$ cat config.mk
export PLATFORM = sky130hd
export DESIGN_NAME = fetch_queue
export DESIGN_NICKNAME = d
export VERILOG_FILES = /design/src/rtl/fq_pkg.sv /design/src/rtl/fq_fifo.sv /design/src/rtl/fetch_queue.sv
export SDC_FILE = /design/constraint.sdc
export NUM_CORES = 1
export LEC_CHECK = 0
export CAP_MARGIN = 15
export CORE_MARGIN = 2
export CORE_UTILIZATION = 55
export CTS_CLUSTER_DIAMETER = 40
export DETAILED_ROUTE_END_ITERATION = 12
export PLACE_DENSITY = 0.84
export SYNTH_ARGS = -nofsm -noshare
export SYNTH_HDL_FRONTEND = slang
export SYNTH_SLANG_ARGS = --single-unit
$ cat constraint.sdc
create_clock -name clk -period 7.42 [get_ports clk]
set_clock_uncertainty 0.05 [all_clocks]
set_input_delay 1.484 -clock clk [delete_from_list [all_inputs] [get_ports clk]]
set_output_delay 1.484 -clock clk [all_outputs]
set_load 0.02 [all_outputs]
$ cat src/rtl/fq_pkg.sv
`timescale 1ns/1ps
`default_nettype none
// ============================================================================
// fq_pkg : shared types for the instruction fetch queue
// Revision 1.0 : initial release
// ============================================================================
package fq_pkg;

    typedef enum logic [1:0] {
        IDLE = 2'd0,
        REQ  = 2'd1,
        WAIT = 2'd2,
        DROP = 2'd3
    } fq_state_e;

    typedef struct packed {
        logic [31:0] pc;
        logic [31:0] inst;
    } fq_entry_t;

    localparam logic [31:0] RV32_NOP = 32'h0000_0013;

endpackage
`default_nettype wire

$ cat src/rtl/fq_fifo.sv
`timescale 1ns/1ps
`default_nettype none
// ============================================================================
// fq_fifo : DEPTH-entry FIFO of {pc, inst} entries with synchronous clear
// Revision 1.0 : initial release
// ============================================================================
module fq_fifo
    import fq_pkg::*;
#(
    parameter int DEPTH = 4
) (
    input  logic                   clk,
    input  logic                   rst_n,
    input  logic                   clear,
    input  logic                   push,
    input  fq_entry_t              push_data,
    input  logic                   pop,
    output fq_entry_t              head,
    output logic [$clog2(DEPTH):0] count,
    output logic                   full,
    output logic                   empty
);

    localparam int AW = $clog2(DEPTH);

    logic [AW:0] wr_ptr;
    logic [AW:0] rd_ptr;
    fq_entry_t   mem [DEPTH];
    logic        do_push;
    logic        do_pop;

    // Clear wins over push and pop issued in the same cycle.
    assign do_push = push && !clear;
    assign do_pop  = pop && !clear && !empty;

    assign empty = (wr_ptr == rd_ptr);
    assign full  = (wr_ptr[AW] != rd_ptr[AW]) && (wr_ptr[AW-1:0] == rd_ptr[AW-1:0]);
    assign count = wr_ptr - rd_ptr;
    assign head  = empty ? '0 : mem[rd_ptr[AW-1:0]];

    always_ff @(posedge clk or negedge rst_n) begin
        if (!rst_n) begin
            wr_ptr <= '0;
            rd_ptr <= '0;
        end else if (clear) begin
            wr_ptr <= '0;
            rd_ptr <= '0;
        end else begin
            if (do_push) wr_ptr <= wr_ptr + 1'b1;
            if (do_pop)  rd_ptr <= rd_ptr + 1'b1;
        end
    end

    always_ff @(posedge clk) begin
        if (do_push) mem[wr_ptr[AW-1:0]] <= push_data;
    end

    // The fetch FSM never requests more than it can store.
    push_not_full: assert property (@(posedge clk) disable iff (!rst_n) !(do_push && full));

endmodule
`default_nettype wire

$ cat src/rtl/fetch_queue.sv
`timescale 1ns/1ps
`default_nettype none
// ============================================================================
// fetch_queue : RV32 fetch FSM + PC + instruction FIFO toward decode.
// Optional FQ_STATS_EN adds saturating stall_cycles / flush_count outputs.
// Revision 1.0 : initial release
// ============================================================================
module fetch_queue
    import fq_pkg::*;
#(
    parameter int          DEPTH    = 4,
    parameter logic [31:0] RESET_PC = 32'h0000_0000
) (
    input  logic        clk,
    input  logic        rst_n,
    output logic        imem_req,
    output logic [31:0] imem_addr,
    input  logic        imem_gnt,
    input  logic        imem_rvalid,
    input  logic [31:0] imem_rdata,
    input  logic        redirect,
    input  logic [31:0] redirect_pc,
    output logic        inst_valid,
    output logic [31:0] inst,
    output logic [31:0] inst_pc,
    input  logic        inst_ready
`ifdef FQ_STATS_EN
    ,
    output logic [31:0] stall_cycles,
    output logic [15:0] flush_count
`endif
);

    localparam int          CW      = $clog2(DEPTH) + 1;
    localparam logic [CW:0] DEPTH_W = (CW+1)'(DEPTH);

    fq_state_e   state, state_next;
    logic [31:0] fetch_pc, fetch_pc_next;
    logic [31:0] req_pc, req_pc_next;
    logic [31:0] redirect_target;
    logic        outstanding;
    logic [CW-1:0] count;
    logic [CW:0] occupancy;
    logic        full, empty, space;
    logic        push, pop;
    fq_entry_t   head;

    assign redirect_target = redirect_pc & 32'hFFFF_FFFC;
    assign occupancy = {1'b0, count} + {{CW{1'b0}}, outstanding};
    assign space     = !full && (occupancy < DEPTH_W);

    assign inst_valid = !empty;
    assign inst       = head.inst;
    assign inst_pc    = head.pc;
    assign pop        = inst_valid && inst_ready && !redirect;

    assign imem_req  = (state == REQ);
    assign imem_addr = fetch_pc;

    always_comb begin
        state_next    = state;
        fetch_pc_next = fetch_pc;
        req_pc_next   = req_pc;
        push          = 1'b0;
        if (redirect) begin
            fetch_pc_next = redirect_target;
            unique case (state)
                IDLE:       state_next = REQ;
                REQ:        state_next = imem_gnt ? DROP : REQ;
                WAIT, DROP: state_next = imem_rvalid ? REQ : DROP;
                default:    state_next = IDLE;
            endcase
        end else begin
            unique case (state)
                IDLE: if (space) state_next = REQ;
                REQ: begin
                    if (imem_gnt) begin
                        state_next    = WAIT;
                        req_pc_next   = fetch_pc;
                        fetch_pc_next = fetch_pc + 32'd4;
                    end
                end
                WAIT: begin
                    if (imem_rvalid) begin
                        push = 1'b1;
                        // occupancy already counts this response; a pop frees a slot
                        state_next = (space || pop) ? REQ : IDLE;
                    end
                end
                DROP: if (imem_rvalid) state_next = REQ;
                default: state_next = IDLE;
            endcase
        end
    end

    always_ff @(posedge clk or negedge rst_n) begin
        if (!rst_n) begin
            state       <= IDLE;
            fetch_pc    <= RESET_PC;
            req_pc      <= '0;
            outstanding <= 1'b0;
        end else begin
            state       <= state_next;
            fetch_pc    <= fetch_pc_next;
            req_pc      <= req_pc_next;
            outstanding <= (state_next == WAIT) || (state_next == DROP);
        end
    end

    fq_fifo #(
        .DEPTH (DEPTH)
    ) u_fifo (
        .clk       (clk),
        .rst_n     (rst_n),
        .clear     (redirect),
        .push      (push),
        .push_data ({req_pc, imem_rdata}),
        .pop       (pop),
        .head      (head),
        .count     (count),
        .full      (full),
        .empty     (empty)
    );

`ifdef FQ_STATS_EN
    always_ff @(posedge clk or negedge rst_n) begin
        if (!rst_n) begin
            stall_cycles <= '0;
            flush_count  <= '0;
        end else begin
            if (inst_ready && !inst_valid && (stall_cycles != '1))
                stall_cycles <= stall_cycles + 32'd1;
            if (redirect && (flush_count != '1))
                flush_count <= flush_count + 16'd1;
        end
    end
`endif

endmodule
`default_nettype wire

# Word-level counts from Yosys, hierarchy flattened
# Memories as Yosys holds them, arrays and structs flattened.
# Cells that the tools add are included.
# totals
output_inout_bits	98
ram_bits	256
register_bits	73
rom_bits	0
n_memories	1
inputBits	70
wordCells	65
latch_bits	0
# memory_table
memory	words	word_bits	rd	rd_ports_with_merged_regs	wr	line	source
u_fifo.mem	4	64	1	0	1	fq_fifo.sv:28	fq_entry_t mem [DEPTH];
# op_classes
addsub	5
n_mul	0
n_reduce_logical	20
n_shift	0
n_bitwise	1
mux	23
eq_ne	8
div	0
magnitude_cmp	1
# ops
op	count
32-bit two-way mux	3
64-bit two-way mux	1
32-bit by 3-bit adder with 32-bit output, second input constant	1
2-bit two-way mux	7
3-bit two-way mux	4
2-bit equality test, second input constant	4
2-bit case mux with 4 select lines	1
2-bit nonzero test	4
1-bit logical AND	7
3-bit by 1-bit adder with 3-bit output, second input constant	2
1-bit two-way mux	6
2-bit case mux with 3 select lines	1
3-bit by 1-bit adder with 4-bit output	1
4-bit by 3-bit less-than comparator with 1-bit output, second input constant	1
3-bit equality test	1
1-bit logical NOT	3
3-bit AND reduction	1
3-bit subtractor	1
2-bit by 1-bit equality test with 1-bit output, second input constant	1
2-bit equality test	1
2-bit logical NOT	1
1-bit logical OR	2
2-bit AND reduction	1
2-bit OR reduction	1
other kinds (2)	2

# Depth between registers and ports, before layout
# Gate-level depths: netlist of run 1.
# logic_depth
word_depth	11
depth_mapped	9
depth_no_buf	7

# Modules after synthesis
# Synthesis of run 1 repeated with hierarchy kept, for this count alone.
# hier_totals
hier_cells	754
hier_area_um2	13565.5
# by_module_without_submodules
mod	cells_per_inst	n_inst	area_each_um2	seq_area_each_um2
fq_fifo	459	1	10456.3	7837.5
fetch_queue	295	1	3109.2	1576.5

# Worst setup path after synthesis of run 1
# No wires, ideal clock.
# synth_timing
kind	input-to-reg
from	input redirect
to	memory u_fifo.mem[3][0] in the netlist's numbering (enable)
setup_time_ns	0.558
arrival_time_ns	6.145
cell_stages	3
t_required_ns	6.812
slack_ns	0.667
path_buffers	2
path_cell_list	clkbuf_1 -> buf_1 -> nor3_1
# synth_via
elab_chain_len	4
elab_cells_between_ends	5
cone_classes	mux (3); reduce/logical (2)
# synth_lines
item	line	source
start, declared	fetch_queue.sv:21	input logic redirect,
1-bit two-way mux or 1-bit logical NOT (tied branches)	fetch_queue.sv:65, fq_fifo.sv:33	
1-bit logical AND (*)	fq_fifo.sv:33	assign do_push = push && !clear;
1-bit two-way mux (*)	fq_fifo.sv:55	if (do_push) mem[wr_ptr[AW-1:0]] <= push_data;
1-bit two-way mux (not written as such) (*)	fq_fifo.sv:55	
end, declared	fq_fifo.sv:28	
# Mark *: on every way between the ends. The rest lies on a longest branch, timed or not.

# Worst setup path in the final report of run 1
# layout_timing
from	register u_fifo.rd_ptr[1]
to	output inst_pc[17]
# layout_via
elab_chain_len	2
elab_cells_between_ends	3
cone_classes	eq/ne (1); mux (1); memory (1)
# layout_lines
item	line	source
start, declared	fq_fifo.sv:27	logic [AW:0] rd_ptr;
start signal, assigned	fq_fifo.sv:50	if (do_pop) rd_ptr <= rd_ptr + 1'b1;
memory 4 x 64 bit or 3-bit equality test (tied branches)	n/a	
64-bit two-way mux (*)	fq_fifo.sv:39	assign head = empty ? '0 : mem[rd_ptr[AW-1:0]];
end, declared	fetch_queue.sv:25	output logic [31:0] inst_pc,
# Marked as above.

==> flow_metrics.env, run 1 <==
export IMPL_outcome="finished, final reports clean"
export IMPL_tightest_slew_ns=1.01
export IMPL_cap_violations=0
export IMPL_yosys_warnings=0
export IMPL_htree_levels=2
export IMPL_synth_flop_cell="edfxtp_1"
export IMPL_synth_top_area_share=0.580
export IMPL_critical_path_class="reg2out"
export IMPL_synth_area_leaders="edfxtp_1 (58%), dfrtp_1 (13%), mux4_2 (11%), and2_1 (3.3%), mux2_2 (2.6%)"
export IMPL_area_growth_syn_to_layout_pct=25.5
export IMPL_fin_crit_sh=0.728
export IMPL_fin_area_mm2=0.0161
export IMPL_placedInstanceArea_mm2=0.0148
export IMPL_die_w_um=157
export IMPL_final_cell_mix="edfxtp_1 (248), clkdlybuf4s50_1 (160), dfrtp_1 (67), and2_1 (64), mux4_2 (62)"
export IMPL_first_global_vias=7301
export IMPL_min_period_ns=5.40
export IMPL_synth_edf_count=248
export IMPL_wl_per_cell_um=21.1
export IMPL_grt_usage=0.222
export IMPL_grt_overflow=0
export IMPL_drive_gt1_frac=0.188
export IMPL_cts_buffers=38
export IMPL_syn_area_per_cell_um2=17.6
export IMPL_ys_types=50
export IMPL_final_cells=1247
export IMPL_setup_violations=0
export IMPL_cp_max_fo=66
export IMPL_fp_dieH_um=157
export IMPL_fillers=1439
export IMPL_antenna_found_initial=0
export IMPL_post_route_drc_count=0
export IMPL_cp_required_ns=5.89
export IMPL_ys_seq_elements=317
export IMPL_clk_path_buf_depth=3
export IMPL_layout_commonest_cell="edfxtp_1"
export IMPL_die_area_mm2=0.0246
export IMPL_finalWorstSetupSlack_ns=2.02
export IMPL_hold_path_class="reg2reg"
export IMPL_rows=55
export IMPL_dp_hpwl_um=15100
export IMPL_yosys_area_top_type="edfxtp_1"
export IMPL_crit_path_end_kind="primary output"
export IMPL_core_area_mm2=0.0228
export IMPL_report_final_hold_viol_count=0
export IMPL_io_pins=168
export IMPL_drv_slew=0
export IMPL_ys_seq_area_frac=0.714
export IMPL_final_antenna_net_count=0
export IMPL_place_congestion=0.823
export IMPL_register_area_mm2=0.00918
export IMPL_worst_skew_pair_late_latency_ns=0.51
export IMPL_clk_pin_slew_ns=0.06
export IMPL_grt_max_degree=70
export IMPL_numPortBuffers=161
export IMPL_cts_sinks=317
export IMPL_dr_pass1_iters=5
export IMPL_totalWireLength_um=26300
export IMPL_postCtsHoldBufs=0
export IMPL_powerDensity_mw_per_mm2=280
export IMPL_grt_pass1_wl_um=41100
export IMPL_slew_headroom=0.325
export IMPL_multi_input_area_mm2=0.00348
export IMPL_max_freq_ghz=0.185
export IMPL_drtIter0Drc=440
export IMPL_p_leak_uw=0.00545
export IMPL_crit_path_start_kind="flip-flop"
export IMPL_nets=983
export IMPL_post_cts_buffers=0
export IMPL_ir_drop_v=0.000165
export IMPL_async_flop_share=0.218
export IMPL_cp_arrival_ns=3.87
export IMPL_routed_via_density=5.75
export IMPL_initial_core_util=0.564
export IMPL_dpl_cell_count=1176
export IMPL_tritoncts="done"
export IMPL_post_place_ws_ns=2.51
export IMPL_cts_resized=0
export IMPL_antennaDiodeCount=0
export IMPL_vias=7171
export IMPL_clock_root_buffer="clkbuf_16"
export IMPL_fin_setup_tns_ns=0
export IMPL_synth_area_mm2=0.0128
export IMPL_rsz0062_at_grt="false"
export IMPL_syn_inst=731
critical path: stages, from the launching register on:
cell and delay (ns):
dfrtp_4 1.09, inv_1 0.11, ha_1 0.34, nand2_1 0.10
or2_2 0.33, buf_4 0.47, and2_1 0.26, clkdlybuf4s50_1 0.62
cell families (layout without fill, tap and decap cells):
group,count (synthesis),in the layout,share of synthesized area
DFF,317,317,0.714
and+or+nand+nor,187,187,0.0838
muxes,96,96,0.138
AOI/OAI and AO/OA,55,55,0.0264
buffers and inverters,50,250,0.0169
xor gates and xnor gates,16,16,0.0109
adders and majority gates,9,9,0.00935
other,1,4,0.000292
final timing paths:
check                           slack (ns)                end  depth (start not counted)        startpoint
worst min-delay path                  0.47  u_fifo.mem[2][39]                          0         req_pc[7]
worst max-delay path                  2.02        inst_pc[17]                          7  u_fifo.rd_ptr[1]
min in group asynchronous             1.06         req_pc[26]                          1             rst_n
worst max register to register        4.88   u_fifo.rd_ptr[1]                          6  u_fifo.rd_ptr[1]
max in group asynchronous             5.59   u_fifo.rd_ptr[0]                          1             rst_n
worst min register to register        0.47  u_fifo.mem[2][39]                          0         req_pc[7]
stage by stage:
step                      total power [uW]  hold slack [ns]   util
after floorplan                       2400            0.422      -
after global placement                2580            0.439  0.648
after detailed placement              2600            0.459  0.648
after CTS                             4550            0.472  0.707
after global routing                  4660            0.485  0.708
final                                 4510            0.471  0.708
layout make-up:
cell class,instances,share of cell area
Tap cell,313,0.0243
Clock inverter,23,0.0173
Clock buffer,47,0.0670
Sequential cell,317,0.570
Multi-Input combinational cell,367,0.216
Timing Repair Buffer,168,0.103
Inverter,12,0.00279
Yosys cell counts, types with 3 or more instances:
master / instances
edfxtp_1: 248
dfrtp_1: 69
and2_1: 67
mux4_2: 62
mux2_2: 30
clkbuf_1: 26
nor2_1: 26
nand2_1: 25
o21ai_0: 25
a31oi_1: 15
nand4_1: 15
inv_1: 12
nand3_1: 9
ha_1: 8
nor3_1: 8
or3_1: 8
xnor2_1: 8
xor2_1: 8
buf_2: 6
and4_1: 4
buf_4: 4
mux2i_1: 4
nor4_1: 4
or4_1: 4
and3_1: 3
o211ai_1: 3
o31ai_1: 3
power breakdown:
part	total, uW	internal (uW)	switching, uW
logic	359	192	167
clock network	1940	1220	719
registers	2210	2080	127
total	4510	3500	1010
per-layer routing:
metal,wire length (um),track usage
met3,2200,0.0573
met4,479,0.0647
met1,10800,0.303
met5,0,0
met2,12800,0.358
registers in the layout, summed over array words and instances (netlist names):
| name | flops |
|---|---|
| u_fifo.rd_ptr | 3 |
| imem_addr | 30 |
| state | 2 |
| u_fifo.mem | 248 |
| req_pc | 30 |
| u_fifo.wr_ptr | 3 |
| outstanding | 1 |
Note: power is estimated with default switching activity, not from simulation.
==> run 2, diff against run 1 <==
==> constraint.sdc (replaced) <==
create_clock -name clk -period 5.23 [get_ports clk]
set_clock_uncertainty 0.05 [all_clocks]
set_input_delay 1.046 -clock clk [delete_from_list [all_inputs] [get_ports clk]]
set_output_delay 1.046 -clock clk [all_outputs]
set_load 0.02 [all_outputs]
==> flow_metrics.env, run 2 (same netlist as run 1, synthesis figures left out) <==
export IMPL_hold_path_class="reg2reg"
export IMPL_cp_max_fo=28
export IMPL_register_area_mm2=0.00918
export IMPL_drv_slew=0
export IMPL_largest_reg_flops=248
export IMPL_ir_drop_v=0.000260
export IMPL_cp_cell_sequence="ha_1 -> nand2_1 -> or2_2 -> buf_4 -> and2_1 -> clkdlybuf4s50_1"
export IMPL_min_period_ns=4.49
export IMPL_cts_buffers=39
export IMPL_rr_startpoint="u_fifo.rd_ptr[1]"
export IMPL_drtIter0Drc=420
export IMPL_nets=987
export IMPL_final_cells=1250
export IMPL_critical_path_class="reg2out"
export IMPL_grt_overflow=0
export IMPL_grt_pass1_wl_um=41200
export IMPL_fin_setup_tns_ns=0
export IMPL_slowest_delay_ns=0.66
export IMPL_rsz0062_at_grt="false"
export IMPL_area_growth_syn_to_layout_pct=25.1
export IMPL_final_antenna_net_count=0
export IMPL_powerDensity_mw_per_mm2=388
export IMPL_antennaDiodeCount=0
export IMPL_drive_gt1_frac=0.191
export IMPL_worst_skew_pair_late_latency_ns=0.51
export IMPL_fillers=1446
export IMPL_final_cell_mix="edfxtp_1 (248), clkdlybuf4s50_1 (160), dfrtp_1 (67), and2_1 (64), mux4_2 (62)"
export IMPL_hold_start="req_pc[24]"
export IMPL_place_congestion=0.837
export IMPL_initial_core_util=0.564
export IMPL_multi_input_area_mm2=0.00349
export IMPL_p_leak_uw=0.00542
export IMPL_dp_hpwl_um=15600
export IMPL_first_global_vias=7436
export IMPL_totalWireLength_um=26600
export IMPL_die_w_um=157
export IMPL_dpl_cell_count=1180
export IMPL_antenna_found_initial=1
export IMPL_cp_buffers_inverters=2
export IMPL_crit_path_top_delay_cell="dfrtp_4"
export IMPL_dr_pass1_iters=7
export IMPL_io_pins=168
export IMPL_report_final_hold_viol_count=0
export IMPL_post_cts_buffers=0
export IMPL_cp_required_ns=4.13
export IMPL_postCtsHoldBufs=0
export IMPL_startpoint="u_fifo.rd_ptr[0]"
export IMPL_slew_headroom=0.317
export IMPL_clk_pin_slew_ns=0.06
export IMPL_rows=55
export IMPL_fp_dieH_um=157
export IMPL_clock_root_buffer="clkbuf_16"
export IMPL_layout_commonest_cell="edfxtp_1"
export IMPL_outcome="finished, final reports clean"
export IMPL_fin_crit_sh=0.859
export IMPL_post_route_drc_count=0
export IMPL_tightest_slew_ns=1.01
export IMPL_cap_violations=0
export IMPL_routed_via_density=5.81
export IMPL_cts_resized=0
export IMPL_cp_arrival_ns=3.40
export IMPL_cts_sinks=317
export IMPL_max_freq_ghz=0.223
export IMPL_numPortBuffers=161
export IMPL_htree_levels=2
export IMPL_core_area_mm2=0.0228
export IMPL_vias=7260
export IMPL_grt_max_degree=66
export IMPL_grt_usage=0.222
export IMPL_crit_family="buffers and inverters"
export IMPL_setup_violations=0
export IMPL_clk_path_buf_depth=3
export IMPL_crit_path_start_kind="flip-flop"
export IMPL_crit_path_end_kind="primary output"
export IMPL_die_area_mm2=0.0246
export IMPL_tritoncts="done"
export IMPL_wl_per_cell_um=21.3
## run 2: changes by cell type in the layout (fill, tap and decap cells not counted), moves of 2 or more
cell	before	now
bufinv_16	5	2
clkinv_2	5	3
clkinvlp_4	2	5
inv_6	2	6
buf_4	7	10
## run 2: cell type report
class,count,area share
Inverter,12,0.00280
Clock buffer,46,0.0657
Clock inverter,24,0.0139
Tap cell,313,0.0244
Timing Repair Buffer,171,0.105
Sequential cell,317,0.571
Multi-Input combinational cell,367,0.217
## run 2: path summary, 6_finish.rpt
path / to / slack [ns] / depth (start not counted)
setup / recovery: inst_pc[25] / 0.74 / 6
hold / removal: u_fifo.mem[0][56] / 0.46 / 0
setup reg to reg: state[0] / 2.68 / 5
hold reg to reg: u_fifo.mem[0][56] / 0.46 / 0
max in group asynchronous: u_fifo.rd_ptr[1] / 3.47 / 2
min in group asynchronous: req_pc[28] / 0.65 / 1
## run 2: routing by layer
layer  part of all wire  track usage  up-vias
met5                  0            0        -
met4              0.020       0.0655        0
met3              0.087       0.0546       45
met2               0.49        0.368      323
met1               0.40        0.294     3673
li1                   -            -     3219
## run 2: power by group
| group | switching, uW | total, uW | internal (uW) | leakage (uW) |
|---|---|---|---|---|
| Clock | 1020 | 2590 | 1570 | 0.000614 |
| Combinational | 241 | 516 | 275 | 0.00177 |
| Sequential | 178 | 3130 | 2950 | 0.00304 |
## run 2: per-stage QoR
step / util / total power, uW / area (um2) / setup WS (ns) / hold WS, ns
floorplan: - / 3410 / 12900 / 0.810 / 0.422
global placement: 0.649 / 3660 / 14800 / 1.18 / 0.443
detailed placement: 0.649 / 3690 / 14800 / 1.18 / 0.450
CTS: 0.705 / 6280 / 16100 / 0.633 / 0.465
global route: 0.705 / 6440 / 16100 / 0.462 / 0.476
finish: 0.705 / 6240 / 16100 / 0.737 / 0.461
